$ cat src/rtl/pc_fetch_if.sv
// pc_fetch_if: fetch-stage control and address bus.
//   master : driven by pc_fetch_unit (addr, addr_valid, pc_plus4, fetch_count,
//            misalign_err, state); receives en, stall, redirect_valid/target.
//   slave  : the consumer side (pipeline control / instruction memory).
interface pc_fetch_if;
  logic        en;
  logic        stall;
  logic        redirect_valid;
  logic [31:0] redirect_target;
  logic [31:0] addr;
  logic        addr_valid;
  logic [31:0] pc_plus4;
  logic [15:0] fetch_count;
  logic        misalign_err;
  logic [1:0]  state;

  modport master (
    input  en, stall, redirect_valid, redirect_target,
    output addr, addr_valid, pc_plus4, fetch_count, misalign_err, state
  );

  modport slave (
    output en, stall, redirect_valid, redirect_target,
    input  addr, addr_valid, pc_plus4, fetch_count, misalign_err, state
  );
endinterface

$ cat src/rtl/pc_fetch_unit.sv
// pc_fetch_unit: program counter and fetch sequencer feeding the instruction
// memory. Produces a word-aligned fetch address each cycle, with stall hold,
// branch/jump redirect and an optional misaligned-target trap.
// Optional feature macro: PC_MISALIGN_TRAP_EN (misaligned redirect -> TRAP).
// Ports:
//   clk    : rising-edge clock
//   rst_n  : asynchronous active-low reset
//   bus    : pc_fetch_if.master (en, stall, redirect in; addr, addr_valid,
//            pc_plus4 (combinational), fetch_count, misalign_err, state out)
module pc_fetch_unit #(
  parameter logic [31:0] RESET_VECTOR = 32'h0000_0000,
  parameter logic [31:0] TRAP_VECTOR  = 32'h0000_0100
) (
  input  logic         clk,
  input  logic         rst_n,
  pc_fetch_if.master   bus
);

  localparam int unsigned AW = 32;
  localparam int unsigned CW = 16;

  typedef enum logic [1:0] {
    IDLE  = 2'b00,
    RUN   = 2'b01,
    STALL = 2'b10,
    TRAP  = 2'b11
  } state_t;

  state_t          state_q, state_d;
  logic [AW-1:0]   addr_q, addr_d;
  logic [CW-1:0]   count_q, count_d;
  logic            err_q, err_d;
  logic            valid_q;
  logic [AW-1:0]   target_c;
  logic            trap_c;

  // Low target bits are dropped so addr stays word aligned in every mode.
  assign target_c = bus.redirect_target & ~AW'(3);

`ifdef PC_MISALIGN_TRAP_EN
  assign trap_c = |bus.redirect_target[1:0];
`else
  assign trap_c = 1'b0;
`endif

  // State register and registered outputs.
  always_ff @(posedge clk or negedge rst_n) begin
    if (!rst_n) begin
      state_q <= IDLE;
      addr_q  <= RESET_VECTOR;
      count_q <= '0;
      err_q   <= 1'b0;
      valid_q <= 1'b0;
    end else begin
      state_q <= state_d;
      addr_q  <= addr_d;
      count_q <= count_d;
      err_q   <= err_d;
      valid_q <= (state_d == RUN);
    end
  end

  // Next state / next address. Priority: en, redirect, stall, increment.
  always_comb begin
    state_d = state_q;
    addr_d  = addr_q;
    count_d = count_q;
    err_d   = err_q;

    // A fetch is consumed on every unstalled RUN cycle.
    if (state_q == RUN && !bus.stall) begin
      count_d = count_q + CW'(1);
    end

    if (!bus.en) begin
      state_d = IDLE;
    end else if (state_q == IDLE) begin
      // First fetch is the held address; redirects are ignored here.
      state_d = bus.stall ? STALL : RUN;
    end else if (bus.redirect_valid) begin
      if (trap_c) begin
        state_d = TRAP;
        addr_d  = TRAP_VECTOR;
        err_d   = 1'b1;
      end else begin
        addr_d  = target_c;
        state_d = bus.stall ? STALL : RUN;
      end
    end else if (bus.stall) begin
      state_d = STALL;
    end else begin
      state_d = RUN;
      // Leaving STALL refetches the held address; RUN and TRAP advance.
      if (state_q != STALL) begin
        addr_d = addr_q + AW'(4);
      end
    end
  end

  assign bus.addr         = addr_q;
  assign bus.addr_valid   = valid_q;
  assign bus.pc_plus4     = addr_q + AW'(4);
  assign bus.fetch_count  = count_q;
  assign bus.misalign_err = err_q;
  assign bus.state        = state_q;

endmodule

$ cat src/flat_wrapper.sv
// flat-port wrapper written by rule: the top's interface ports become plain ports
module pc_fetch_unit_flat 
#(
  parameter logic [31:0] RESET_VECTOR = 32'h0000_0000,
  parameter logic [31:0] TRAP_VECTOR  = 32'h0000_0100
)
  (clk, rst_n, bus_en, bus_stall, bus_redirect_valid, bus_redirect_target, bus_addr, bus_addr_valid, bus_pc_plus4, bus_fetch_count, bus_misalign_err, bus_state);
  pc_fetch_if bus_i ();
  input  logic clk;
  input  logic rst_n;
  input wire logic [$bits(bus_i.en)-1:0] bus_en;
  input wire logic [$bits(bus_i.stall)-1:0] bus_stall;
  input wire logic [$bits(bus_i.redirect_valid)-1:0] bus_redirect_valid;
  input wire logic [$bits(bus_i.redirect_target)-1:0] bus_redirect_target;
  output wire logic [$bits(bus_i.addr)-1:0] bus_addr;
  output wire logic [$bits(bus_i.addr_valid)-1:0] bus_addr_valid;
  output wire logic [$bits(bus_i.pc_plus4)-1:0] bus_pc_plus4;
  output wire logic [$bits(bus_i.fetch_count)-1:0] bus_fetch_count;
  output wire logic [$bits(bus_i.misalign_err)-1:0] bus_misalign_err;
  output wire logic [$bits(bus_i.state)-1:0] bus_state;
  assign bus_i.en = bus_en;
  assign bus_i.stall = bus_stall;
  assign bus_i.redirect_valid = bus_redirect_valid;
  assign bus_i.redirect_target = bus_redirect_target;
  assign bus_addr = bus_i.addr;
  assign bus_addr_valid = bus_i.addr_valid;
  assign bus_pc_plus4 = bus_i.pc_plus4;
  assign bus_fetch_count = bus_i.fetch_count;
  assign bus_misalign_err = bus_i.misalign_err;
  assign bus_state = bus_i.state;
  pc_fetch_unit #(.RESET_VECTOR(RESET_VECTOR), .TRAP_VECTOR(TRAP_VECTOR)) u_core (.clk(clk), .rst_n(rst_n), .bus(bus_i));
endmodule
$ cat config.mk
export PLATFORM = sky130hd
export DESIGN_NAME = pc_fetch_unit_flat
export DESIGN_NICKNAME = d
export VERILOG_FILES = /design/src/rtl/pc_fetch_if.sv /design/src/rtl/pc_fetch_unit.sv /design/src/flat_wrapper.sv
export SDC_FILE = /design/constraint.sdc
export NUM_CORES = 1
export LEC_CHECK = 0
export CORE_MARGIN = 5
export CORE_UTILIZATION = 40
export DETAILED_ROUTE_END_ITERATION = 8
export PLACE_DENSITY = 0.84
export SETUP_SLACK_MARGIN = 0.3
export SLEW_MARGIN = 20
export SYNTH_ARGS = -nofsm -noshare
export SYNTH_HDL_FRONTEND = slang
export SYNTH_SLANG_ARGS = --single-unit
$ cat constraint.sdc
create_clock -name clk -period 4.6 [get_ports clk]
set_input_delay 0.69 -clock clk [delete_from_list [all_inputs] [get_ports clk]]
set_output_delay 0.69 -clock clk [all_outputs]
set_load 0.005 [all_outputs]
==> flow_metrics.tcl <==
set metrics [dict create \
    setup_violations 0 \
    route.detailed.drc 0 \
    place_area_um2 4470 \
    row_count 33 \
    hold_ws_ns 0.420 \
    dieWidth_um 102 \
    end_kind "output port" \
    fill_cells 745 \
    finalWorstSetupSlack_ns 1.07 \
    clkPwrFrac 0.213 \
    cp_max_fo 12 \
    cp.buffers_inverters 1 \
    path_depth 5 \
    clock_latency_ns 0.29 \
    synth_area_um2 3370 \
    drv_cap 0 \
    crit_type "reg -> out" \
    cp.required_ns 3.91 \
    finClkSkew_ns 0.00897 \
    netlist_instances 385 \
    fin_util 0.558 \
    synth_compound_area_frac 0.188 \
    fin_setup_tns_ns 0 \
    ir_drop_mv 0.143 \
    p_seq_frac 0.433 \
    yosys_warnings 0 \
    synth_top_family_by_area "simple AND/OR/NAND/NOR gates" \
    wire_per_inst_um 17.2 \
    dp_hpwl_um 7330 \
    antenna_found_initial 0 \
    power.total_mw 1.43 \
    swShare 0.328 \
    switching_power_uw 470 \
    design_area_um2 4590 \
    worst_pin_slew_ns 0.747 \
    yosys.area_share.adder 0.00743 \
    placedCellCount 570 \
    status "finished clean" \
    critPathLaunchType "register" \
    path_cells "nand4_4, or4_4, or3_1, xnor2_1, clkdlybuf4s50_1" \
    slew_viol_final 0 \
    holdBufCountCts 0 \
    multiInputGateArea_um2 1960 \
    fmax_ghz 0.284 \
    root_buffer "clkbuf_8" \
    portBuffers 113 \
    syn_avg_cell_area_um2 8.75 \
    grt_remaining_overflow 0 \
    muxShareOfSynthArea 0.0316 \
    first_pass_iters 5 \
    period_needed_ns 3.53 \
    synth_edf_count 0 \
    synth-seq-area-share 0.356 \
    via_count 3325 \
    ys.flop_type "dfrtp_1" \
    max_stage_delay_ns 0.63 \
    synth_xor_area_frac 0.107 \
    cts_tree "yes" \
    drt_iter0_markers 223 \
    finalHoldViolCount 0 \
    track_usage 0.190 \
    first_global_vias 3201 \
    die_area_um2 10400 \
    seq_area_um2 1200 \
    ctsResizeCount 0 \
    cts_sinks 48 \
    rsz0062_at_grt "no" \
    grt_pass1_wl_um 15900 \
    fin_cells 578 \
    maxSlewHeadroom 0.500 \
    antenna_cells 0 \
    area_delta_synth_final_pct 36.2 \
    r2r_end "u_core.bus.addr[31]" \
    cts_setup_buffers 0 \
    yosys.area_share.simple 0.240 \
    grt_max_degree 49 \
    htree_num_levels 2 \
    combPwrFrac 0.353 \
    async_reset_ff_frac 1.00 \
    start_util 0.410 \
    gp_congestion 0.872 \
    p_int_uw 963 \
    pre_cts_slack_ns 1.41 \
    die_y_um 102 \
    io-pin-count 121 \
    ant_nets 0 \
    clk_pin_slew_worst_paths_ns 0.09 \
    fin_nets 511 \
    reg2reg_from "u_core.bus.addr_valid" \
    vias_per_cell 5.75 \
    power.density_nw_per_um2 312 \
    clockBufferDepth 2 \
    synth.ff_latch_count 48 \
    cp_slowest_cell "or4_4" \
    drive_gt1_frac 0.0550 \
    reg2regPathDepth 5 \
    cts_buffers 5 \
    rrSetupSlack_ns 2.26 \
    wirelength_um 9940 \
    p_leak_nw 1.80 \
    arrival_ns 2.84 \
    fin_crit_sh 0.767 \
    crit_family "simple AND/OR/NAND/NOR gates" \
    synth_cell_types 51 \
    design.core.area_um2 8220 \
    hold_path_class "in -> async" \
]
-- synthesized netlist by cell type (all sizes together), types with 4 or more instances --
master / n / area (µm²)
nand3: 19 / 95.1
mux2: 5 / 56.3
nor3: 15 / 80.1
and4: 8 / 70.1
o311ai: 6 / 52.6
nor4: 4 / 25.0
xnor2: 23 / 201
o2bb2ai: 8 / 70.1
nand4: 18 / 128
o2111a: 6 / 67.6
buf: 15 / 95.1
nor2: 24 / 90.1
a22oi: 5 / 37.5
dfrtp: 48 / 1200
inv: 12 / 45.0
xor2: 18 / 158
o211ai: 11 / 87.6
and3: 5 / 31.3
nor3b: 4 / 30.0
or3: 9 / 66.3
a21oi: 10 / 50.1
mux2i: 5 / 50.1
a211o: 5 / 43.8
clkbuf: 24 / 90.1
nand2: 29 / 109
o21ai: 19 / 95.1
-- cells in the final DEF, fill, tap and decap left out, types with 4 or more instances in the layout --
cell,Yosys,layout
and3_1,5,5
mux2i_1,5,5
conb_1,1,5
clkbuf_8,0,5
a211o_1,5,5
inv_1,12,12
dfrtp_1,48,48
nor3b_1,4,4
nand4_1,17,17
nand3_1,19,19
clkdlybuf4s50_1,0,111
o21ai_0,19,18
a21oi_1,10,10
and4_1,8,8
a22oi_1,5,5
xor2_1,18,18
nor3_1,14,14
o311ai_0,6,6
xnor2_1,23,23
or3_1,7,7
nor2_1,24,24
mux2_2,5,5
o2bb2ai_1,8,8
o211ai_1,10,10
nor4_1,4,4
o2111a_1,6,6
nand2_1,29,29
-- layout make-up --
type / instances / area share
Sequential cell: 48 / 0.262
Tap cell: 105 / 0.0286
Clock buffer: 6 / 0.0158
Clock inverter: 2 / 0.00764
Timing Repair Buffer: 115 / 0.248
Multi-Input combinational cell: 290 / 0.428
Inverter: 12 / 0.00982
-- how the worst max path moves through the flow --
stage	end	start
after global placement	bus_pc_plus4[28]	u_core.bus.addr[10]
after detailed placement	bus_pc_plus4[24]	u_core.bus.addr[10]
final	bus_pc_plus4[24]	u_core.bus.addr[10]
after global routing	bus_pc_plus4[22]	u_core.bus.addr[3]
after floorplan	bus_pc_plus4[26]	u_core.bus.addr[12]
after CTS	bus_pc_plus4[24]	u_core.bus.addr[10]
-- state kept, by name, summed over array words and instances, names as in the netlist --
| register | flops |
|---|---|
| u_core.bus.addr | 30 |
| u_core.bus.addr_valid | 1 |
| u_core.bus.fetch_count | 16 |
| u_core.bus.state | 1 |
-- power groups by stage --
stage | registers, mW | logic (mW) | clock network [mW]
6_report | 0.621 | 0.506 | 0.306
5_1_grt | 0.637 | 0.554 | 0.332
4_1_cts | 0.617 | 0.512 | 0.312
3_5_place_dp | 0.626 | 0.510 | 0
3_3_place_gp | 0.617 | 0.496 | 0
2_1_floorplan | 0.566 | 0.253 | 0
-- metal layers --
layer  vias to the layer above  track usage  wire length, µm
li1                       1577            -                -
met1                      1618        0.258             4330
met2                       124        0.317             4860
met3                         6       0.0386              678
met4                         0       0.0358               71
met5                         -            0                0
-- cells by family after synthesis --
group | count (synthesis)
adders and majority gates | 2
xor gates and xnor gates | 41
and+or+nand+nor | 146
buffers and inverters | 51
DFF | 48
other | 1
AOI/OAI and AO/OA | 86
muxes | 10
No activity file was read; power rests on OpenSTA's default activity.
